<file path="src/rtl/temporizador_calentamiento_pkg.sv">
// Shared encodings for the oven controller slice: upstream Estado codes,
// countdown FSM states and BCD digit limits.
package temporizador_calentamiento_pkg;

    localparam logic [3:0] EST_INICIO   = 4'b0000;
    localparam logic [3:0] EST_AJUSTE   = 4'b0001;
    localparam logic [3:0] EST_CALENTAR = 4'b0100;

    localparam logic [3:0] BCD_NUEVE = 4'd9;
    localparam logic [3:0] BCD_CINCO = 4'd5;

    typedef enum logic [1:0] {
        REPOSO     = 2'd0,
        AJUSTE     = 2'd1,
        CALENTANDO = 2'd2,
        FIN        = 2'd3
    } estado_t;

endpackage

</file>
<file path="src/rtl/temporizador_calentamiento_divisor_segundo.sv">
// One-second prescaler: counts 0..TICKS_PER_SEC-1 while enabled and flags the
// terminal count for one cycle; held at zero whenever disabled.
module divisor_segundo #(
    parameter int TICKS_PER_SEC = 100_000_000
) (
    input  logic Clk,
    input  logic reset_n,
    input  logic en,
    output logic tick
);

    localparam int              W          = (TICKS_PER_SEC > 2) ? $clog2(TICKS_PER_SEC) : 1;
    localparam logic [W-1:0]    CUENTA_FIN = W'(TICKS_PER_SEC - 1);

    logic [W-1:0] cuenta;

    assign tick = en && (cuenta == CUENTA_FIN);

    always_ff @(posedge Clk or negedge reset_n) begin
        if (!reset_n) begin
            cuenta <= '0;
        end else if (!en || tick) begin
            cuenta <= '0;
        end else begin
            cuenta <= cuenta + W'(1);
        end
    end

endmodule

</file>
<file path="src/rtl/temporizador_calentamiento.sv">
// Cooking-time register: MM:SS set with buttons in ajuste, BCD countdown in
// calentar, heater enable and finish flag decoded from the registered state.
//
//  state      | meaning
//  REPOSO     | idle, time held, prescaler cleared
//  AJUSTE     | buttons edit minutes/seconds
//  CALENTANDO | heater on, one decrement per prescaler tick
//  FIN        | time reached 00:00, fin asserted until Estado leaves calentar
module temporizador_calentamiento
    import temporizador_calentamiento_pkg::*;
#(
    parameter int TICKS_PER_SEC = 100_000_000,
    parameter int MAX_MIN       = 99
) (
    input  logic       Clk,
    input  logic       reset_n,
    input  logic [3:0] Estado,
    input  logic       btn_min,
    input  logic       btn_seg,
    output logic [3:0] min_dec,
    output logic [3:0] min_uni,
    output logic [3:0] seg_dec,
    output logic [3:0] seg_uni,
    output logic       calentar_en,
    output logic       fin
);

    localparam logic [3:0] MAX_DEC = 4'(MAX_MIN / 10);
    localparam logic [3:0] MAX_UNI = 4'(MAX_MIN % 10);

    estado_t    est_q, est_d;
    logic       btn_min_q, btn_seg_q;
    logic       tick;
    logic [3:0] min_dec_d, min_uni_d, seg_dec_d, seg_uni_d;
    logic [3:0] inc_min_dec, inc_min_uni, inc_seg_dec, inc_seg_uni;
    logic [3:0] dec_min_dec, dec_min_uni, dec_seg_dec, dec_seg_uni;

    wire es_ajuste   = (Estado == EST_AJUSTE);
    wire es_calentar = (Estado == EST_CALENTAR);
    wire pulso_min   = btn_min & ~btn_min_q;
    wire pulso_seg   = btn_seg & ~btn_seg_q;
    wire tiempo_cero = (min_dec == 4'd0) && (min_uni == 4'd0) &&
                       (seg_dec == 4'd0) && (seg_uni == 4'd0);
    wire dec_cero    = (dec_min_dec == 4'd0) && (dec_min_uni == 4'd0) &&
                       (dec_seg_dec == 4'd0) && (dec_seg_uni == 4'd0);

    divisor_segundo #(.TICKS_PER_SEC(TICKS_PER_SEC)) u_divisor (
        .Clk     (Clk),
        .reset_n (reset_n),
        .en      (est_q == CALENTANDO),
        .tick    (tick)
    );

    // Minute and second increments wrap independently; no carry between them.
    always_comb begin
        inc_min_dec = min_dec;
        inc_min_uni = min_uni + 4'd1;
        if (min_dec == MAX_DEC && min_uni == MAX_UNI) begin
            inc_min_dec = 4'd0;
            inc_min_uni = 4'd0;
        end else if (min_uni == BCD_NUEVE) begin
            inc_min_dec = min_dec + 4'd1;
            inc_min_uni = 4'd0;
        end
        inc_seg_dec = seg_dec;
        inc_seg_uni = seg_uni + 4'd1;
        if (seg_dec == BCD_CINCO && seg_uni == BCD_NUEVE) begin
            inc_seg_dec = 4'd0;
            inc_seg_uni = 4'd0;
        end else if (seg_uni == BCD_NUEVE) begin
            inc_seg_dec = seg_dec + 4'd1;
            inc_seg_uni = 4'd0;
        end
    end

    // Borrow chain; only used while the time is non-zero.
    always_comb begin
        dec_min_dec = min_dec;
        dec_min_uni = min_uni;
        dec_seg_dec = seg_dec;
        dec_seg_uni = seg_uni - 4'd1;
        if (seg_uni == 4'd0) begin
            dec_seg_uni = BCD_NUEVE;
            dec_seg_dec = seg_dec - 4'd1;
            if (seg_dec == 4'd0) begin
                dec_seg_dec = BCD_CINCO;
                dec_min_uni = min_uni - 4'd1;
                if (min_uni == 4'd0) begin
                    dec_min_uni = BCD_NUEVE;
                    dec_min_dec = min_dec - 4'd1;
                end
            end
        end
    end

    always_comb begin
        est_d     = est_q;
        min_dec_d = min_dec;
        min_uni_d = min_uni;
        seg_dec_d = seg_dec;
        seg_uni_d = seg_uni;
        case (est_q)
            REPOSO: begin
                if (es_ajuste) begin
                    est_d = AJUSTE;
                end else if (es_calentar) begin
                    est_d = tiempo_cero ? FIN : CALENTANDO;
                end
            end
            AJUSTE: begin
                if (!es_ajuste) begin
                    est_d = REPOSO;
                end else begin
                    if (pulso_min) begin
                        min_dec_d = inc_min_dec;
                        min_uni_d = inc_min_uni;
                    end
                    if (pulso_seg) begin
                        seg_dec_d = inc_seg_dec;
                        seg_uni_d = inc_seg_uni;
                    end
                end
            end
            CALENTANDO: begin
                if (tick) begin
                    min_dec_d = dec_min_dec;
                    min_uni_d = dec_min_uni;
                    seg_dec_d = dec_seg_dec;
                    seg_uni_d = dec_seg_uni;
                end
                // A pause wins over reaching zero: the decrement lands, FSM idles.
                if (!es_calentar) begin
                    est_d = REPOSO;
                end else if (tick && dec_cero) begin
                    est_d = FIN;
                end
            end
            FIN: begin
                if (!es_calentar) begin
                    est_d = REPOSO;
                end
            end
            default: est_d = REPOSO;
        endcase
    end

    always_ff @(posedge Clk or negedge reset_n) begin
        if (!reset_n) begin
            est_q       <= REPOSO;
            btn_min_q   <= 1'b0;
            btn_seg_q   <= 1'b0;
            min_dec     <= 4'd0;
            min_uni     <= 4'd0;
            seg_dec     <= 4'd0;
            seg_uni     <= 4'd0;
            calentar_en <= 1'b0;
            fin         <= 1'b0;
        end else begin
            est_q       <= est_d;
            btn_min_q   <= btn_min;
            btn_seg_q   <= btn_seg;
            min_dec     <= min_dec_d;
            min_uni     <= min_uni_d;
            seg_dec     <= seg_dec_d;
            seg_uni     <= seg_uni_d;
            calentar_en <= (est_d == CALENTANDO);
            fin         <= (est_d == FIN);
        end
    end

endmodule

</file>
<file path="config.mk">
export PLATFORM = sky130hd
export DESIGN_NAME = temporizador_calentamiento
export DESIGN_NICKNAME = d
export VERILOG_FILES = /design/src/rtl/temporizador_calentamiento_pkg.sv /design/src/rtl/temporizador_calentamiento_divisor_segundo.sv /design/src/rtl/temporizador_calentamiento.sv
export SDC_FILE = /design/constraint.sdc
export NUM_CORES = 1
export LEC_CHECK = 0
export ABC_AREA = 1
export BUFFER_PORTS_ARGS = -buffer_cell sky130_fd_sc_hd__buf_2
export CORE_MARGIN = 2
export CORE_UTILIZATION = 40
export CTS_BUF_LIST = sky130_fd_sc_hd__clkbuf_8
export DETAILED_ROUTE_END_ITERATION = 7
export GPL_ROUTABILITY_DRIVEN = 0
export PLACE_DENSITY_LB_ADDON = 0.05
export SYNTH_ARGS = -nofsm -noshare
export SYNTH_HDL_FRONTEND = slang
export SYNTH_SLANG_ARGS = --single-unit
</file>
<file path="constraint.sdc">
create_clock -name Clk -period 2.8 [get_ports Clk]
set_input_delay 0.14 -clock Clk [delete_from_list [all_inputs] [get_ports Clk]]
set_output_delay 0.14 -clock Clk [all_outputs]
set_load 0.01 [all_outputs]
</file>
==> flow_summary.ini <==
[logic_synthesis]
synth.area.top_cells = dfrtp_1, nand2_1, nor2_1, inv_1, nand3_1
ys_seq_elements = 49
synth_edf_count = 0
synth_top_cell_by_area = dfrtp_1
ys.flop_type = dfrtp_1
synth_top_area_share_pct = 38.5
yosys_warnings = 0
synth.distinct_cells = 42
postSynthAreaPerCell_um2 = 7.29
syn_area_um2 = 3190
syn_nets = 452
synth_seq_area_share_pct = 38.5
async_flop_share_pct = 100
syn-instance-count = 437

[power]
p_seq_share_pct = 41.7
vdd_drop_max_mv = 0.341
netSwitchingPower_uw = 1070
p_comb_share_pct = 40.0
p_clk_share_pct = 18.3
p_int_uw = 1350
leakage_uw = 0.00163
switching_share_pct = 44.2
power.density_nw_per_um2 = 684
finalPower_uw = 2420

[grt]
grt_use_total_pct = 18.7
grt_pass1_wl_um = 13000
grt_antenna_before_repair = 0
grt_pass1_vias = 2735
grt_max_degree = 29
overflow = 0

[clocking]
clock_sinks = 49
cts.htree.levels = 2
clk_latency_ns = 0.31
clockBufferDepth = 2
root_buffer = clkbuf_8
cts_buffers = 5
path_clk_slew_ns = 0.10
cts_resized = 0
cts_setup_buffers = 0
cts_tree = built
cts_hold_buf = 3

[die]
die_width_um = 93.3
initial_core_util_pct = 41.2
die_h_um = 93.3
fp.coreArea_um2 = 7730
fp.dieArea_um2 = 8700
rows = 32
ios = 26

[cells_and_area]
final_cell_mix = nand2_1, nor2_1, dfrtp_1, inv_1, nand3_1
drive_gt1_share_pct = 14.1
final_nets = 483
layout_commonest_cell = nand2_1
syn_to_final_growth_pct = 11.3
n_antenna_cell = 0

[placement]
portBuffers = 25
dp_hpwl_um = 5660

[critical_path]
critPathMaxFanout = 6
critPathSlowestCell = dfrtp_1
cpMostUsedCell = nand2_1
max_stage_delay_ns = 0.45
path_delay_family = simple AND/OR/NAND/NOR gates
path_buf_inv = 1
critPathCaptureType = register
required_ns = 3.01
critical_path_class = reg2reg
cp_cell_sequence = inv_1 -> ha_1 -> nand2_2 -> nor2_1 -> nand2_1 -> nand2_1 -> nand2_1 -> nor2_1 -> nand2_1 -> nor2_1 -> nand2_1 -> nand2_1 -> nand2_1 -> nand2_1 -> nor2_1
start_kind = register
worstPathArrival_ns = 2.32

[route]
dr.pass1.iters = 5
wl_per_cell_um = 13.3
ant_nets = 0
wl_met2_um = 3650
drtIter0Drc = 97
highest_layer = met4
wirelength_um = 7610
wl_met1_um = 3700
wl_met3_um = 191
via_per_inst = 5.00
drc = 0
vias = 2856

[sta]
max_freq_ghz = 0.474
skew_ns = 0.00378
min_period_ns = 2.11
setup_violations = 0
hold_viol = 0
finalSetupTns_ns = 0
slew_headroom_pct = 63.1
worst_slew_pin_slew_ns = 0.553
min_period_over_period_pct = 75.3
slew_violations = 0
rsz0062_at_grt = no

[hold_path]
worstHoldPathType = in2reg

[status]
status = finished, final reports clean

[run]
drv_cap = 0
cells in the mapped netlist (2+ instances only):
master and instances:
o21ai_0 16, o21bai_1 2, xor2_1 10, or2_2 2, nor2_2 8, a22oi_1 2, nand4_1 10, buf_2 5
and3_1 3, o21ai_1 5, nor2_1 63, nand3b_1 3, nor3b_1 3, nor3_1 13, ha_1 7, a21oi_1 19
inv_1 48, nor4_1 2, nor2_4 4, nand2_2 4, nor3_2 2, dfrtp_1 49, o22ai_1 4, nand3_1 31
nand2_1 99, xnor2_1 2, inv_2 4, nand2_4 2, a21oi_4 2
sequential cells by signal, summed over array words and instances (netlist names):
| name | flops |
|---|---|
| fin | 1 |
| calentar_en | 1 |
| min_dec | 4 |
| u_divisor.cuenta | 27 |
| btn_seg_q | 1 |
| est_q | 2 |
| seg_uni | 4 |
| min_uni | 4 |
| btn_min_q | 1 |
| seg_dec | 4 |
power by group through the flow:
| stage | Sequential, µW | Combinational [µW] | Clock (µW) |
|---|---|---|---|
| after CTS | 1010 | 978 | 463 |
| after global routing | 1030 | 1110 | 485 |
| final | 1010 | 970 | 444 |
| after floorplan | 1020 | 653 | 0 |
| after global placement | 1020 | 973 | 0 |
| after detailed placement | 1020 | 968 | 0 |
logic make-up (layout without fill, tap and decap cells):
kind of cell               count (synthesis)  count (layout)  share of synthesized area [%]
DFF                                       49              49                           38.5
buffers and inverters                     59              91                           7.15
AOI/OAI and AO/OA                         58              58                           11.0
and+or+nand+nor                          252             252                           37.3
adders and majority gates                  7               7                           2.75
xor gates and xnor gates                  12              12                           3.30
per-layer routing:
layer / GRT usage (%) / vias up
li1: - / 1495
met1: 24.9 / 1319
met2: 31.4 / 37
met3: 2.58 / 5
met4: 5.64 / 0
met5: 0 / -
layout make-up:
class | instances | area, µm²
Clock inverter | 3 | 21.3
Timing Repair Buffer | 30 | 170
Sequential cell | 49 | 1230
Inverter | 53 | 199
Clock buffer | 5 | 68.8
Tap cell | 102 | 128
Multi-Input combinational cell | 329 | 1730
Fill cell | 783 | 4180
path summary, 6_finish.rpt:
kind	from	end	slack [ns]	depth (start not counted)
max	seg_dec[0]	calentar_en	0.69	15
min	Estado[3]	est_q[1]	0.13	4
max reg2reg	seg_dec[0]	calentar_en	0.69	15
min reg2reg	u_divisor.cuenta[0]	u_divisor.cuenta[0]	0.47	1
max in group asynchronous	reset_n	u_divisor.cuenta[25]	1.69	3
min in group asynchronous	reset_n	u_divisor.cuenta[5]	0.34	2
through the flow:
| stage | instance area [µm²] | hold slack, ns | std cells | util (%) | worst slack (ns) |
|---|---|---|---|---|---|
| after floorplan | 3190 | -0.156 | 437 | - | 0.971 |
| after global routing | 3550 | 0.145 | 571 | 45.9 | 0.475 |
| after detailed placement | 3430 | 0.167 | 560 | 44.3 | 0.695 |
| final | 3550 | 0.135 | 571 | 45.9 | 0.691 |
| after global placement | 3430 | 0.163 | 560 | 44.3 | 0.630 |
| after CTS | 3550 | 0.127 | 571 | 45.9 | 0.680 |
worst reg2reg max path: stages (launching register included):
cell and delay (ns):
dfrtp_1 0.45, inv_1 0.15, ha_1 0.24, nand2_2 0.12, nor2_1 0.19, nand2_1 0.07, nand2_1 0.09, nand2_1 0.06
nor2_1 0.09, nand2_1 0.06, nor2_1 0.17, nand2_1 0.09, nand2_1 0.06, nand2_1 0.06, nand2_1 0.08, nor2_1 0.05
No activity file was read; power rests on OpenSTA's default activity.
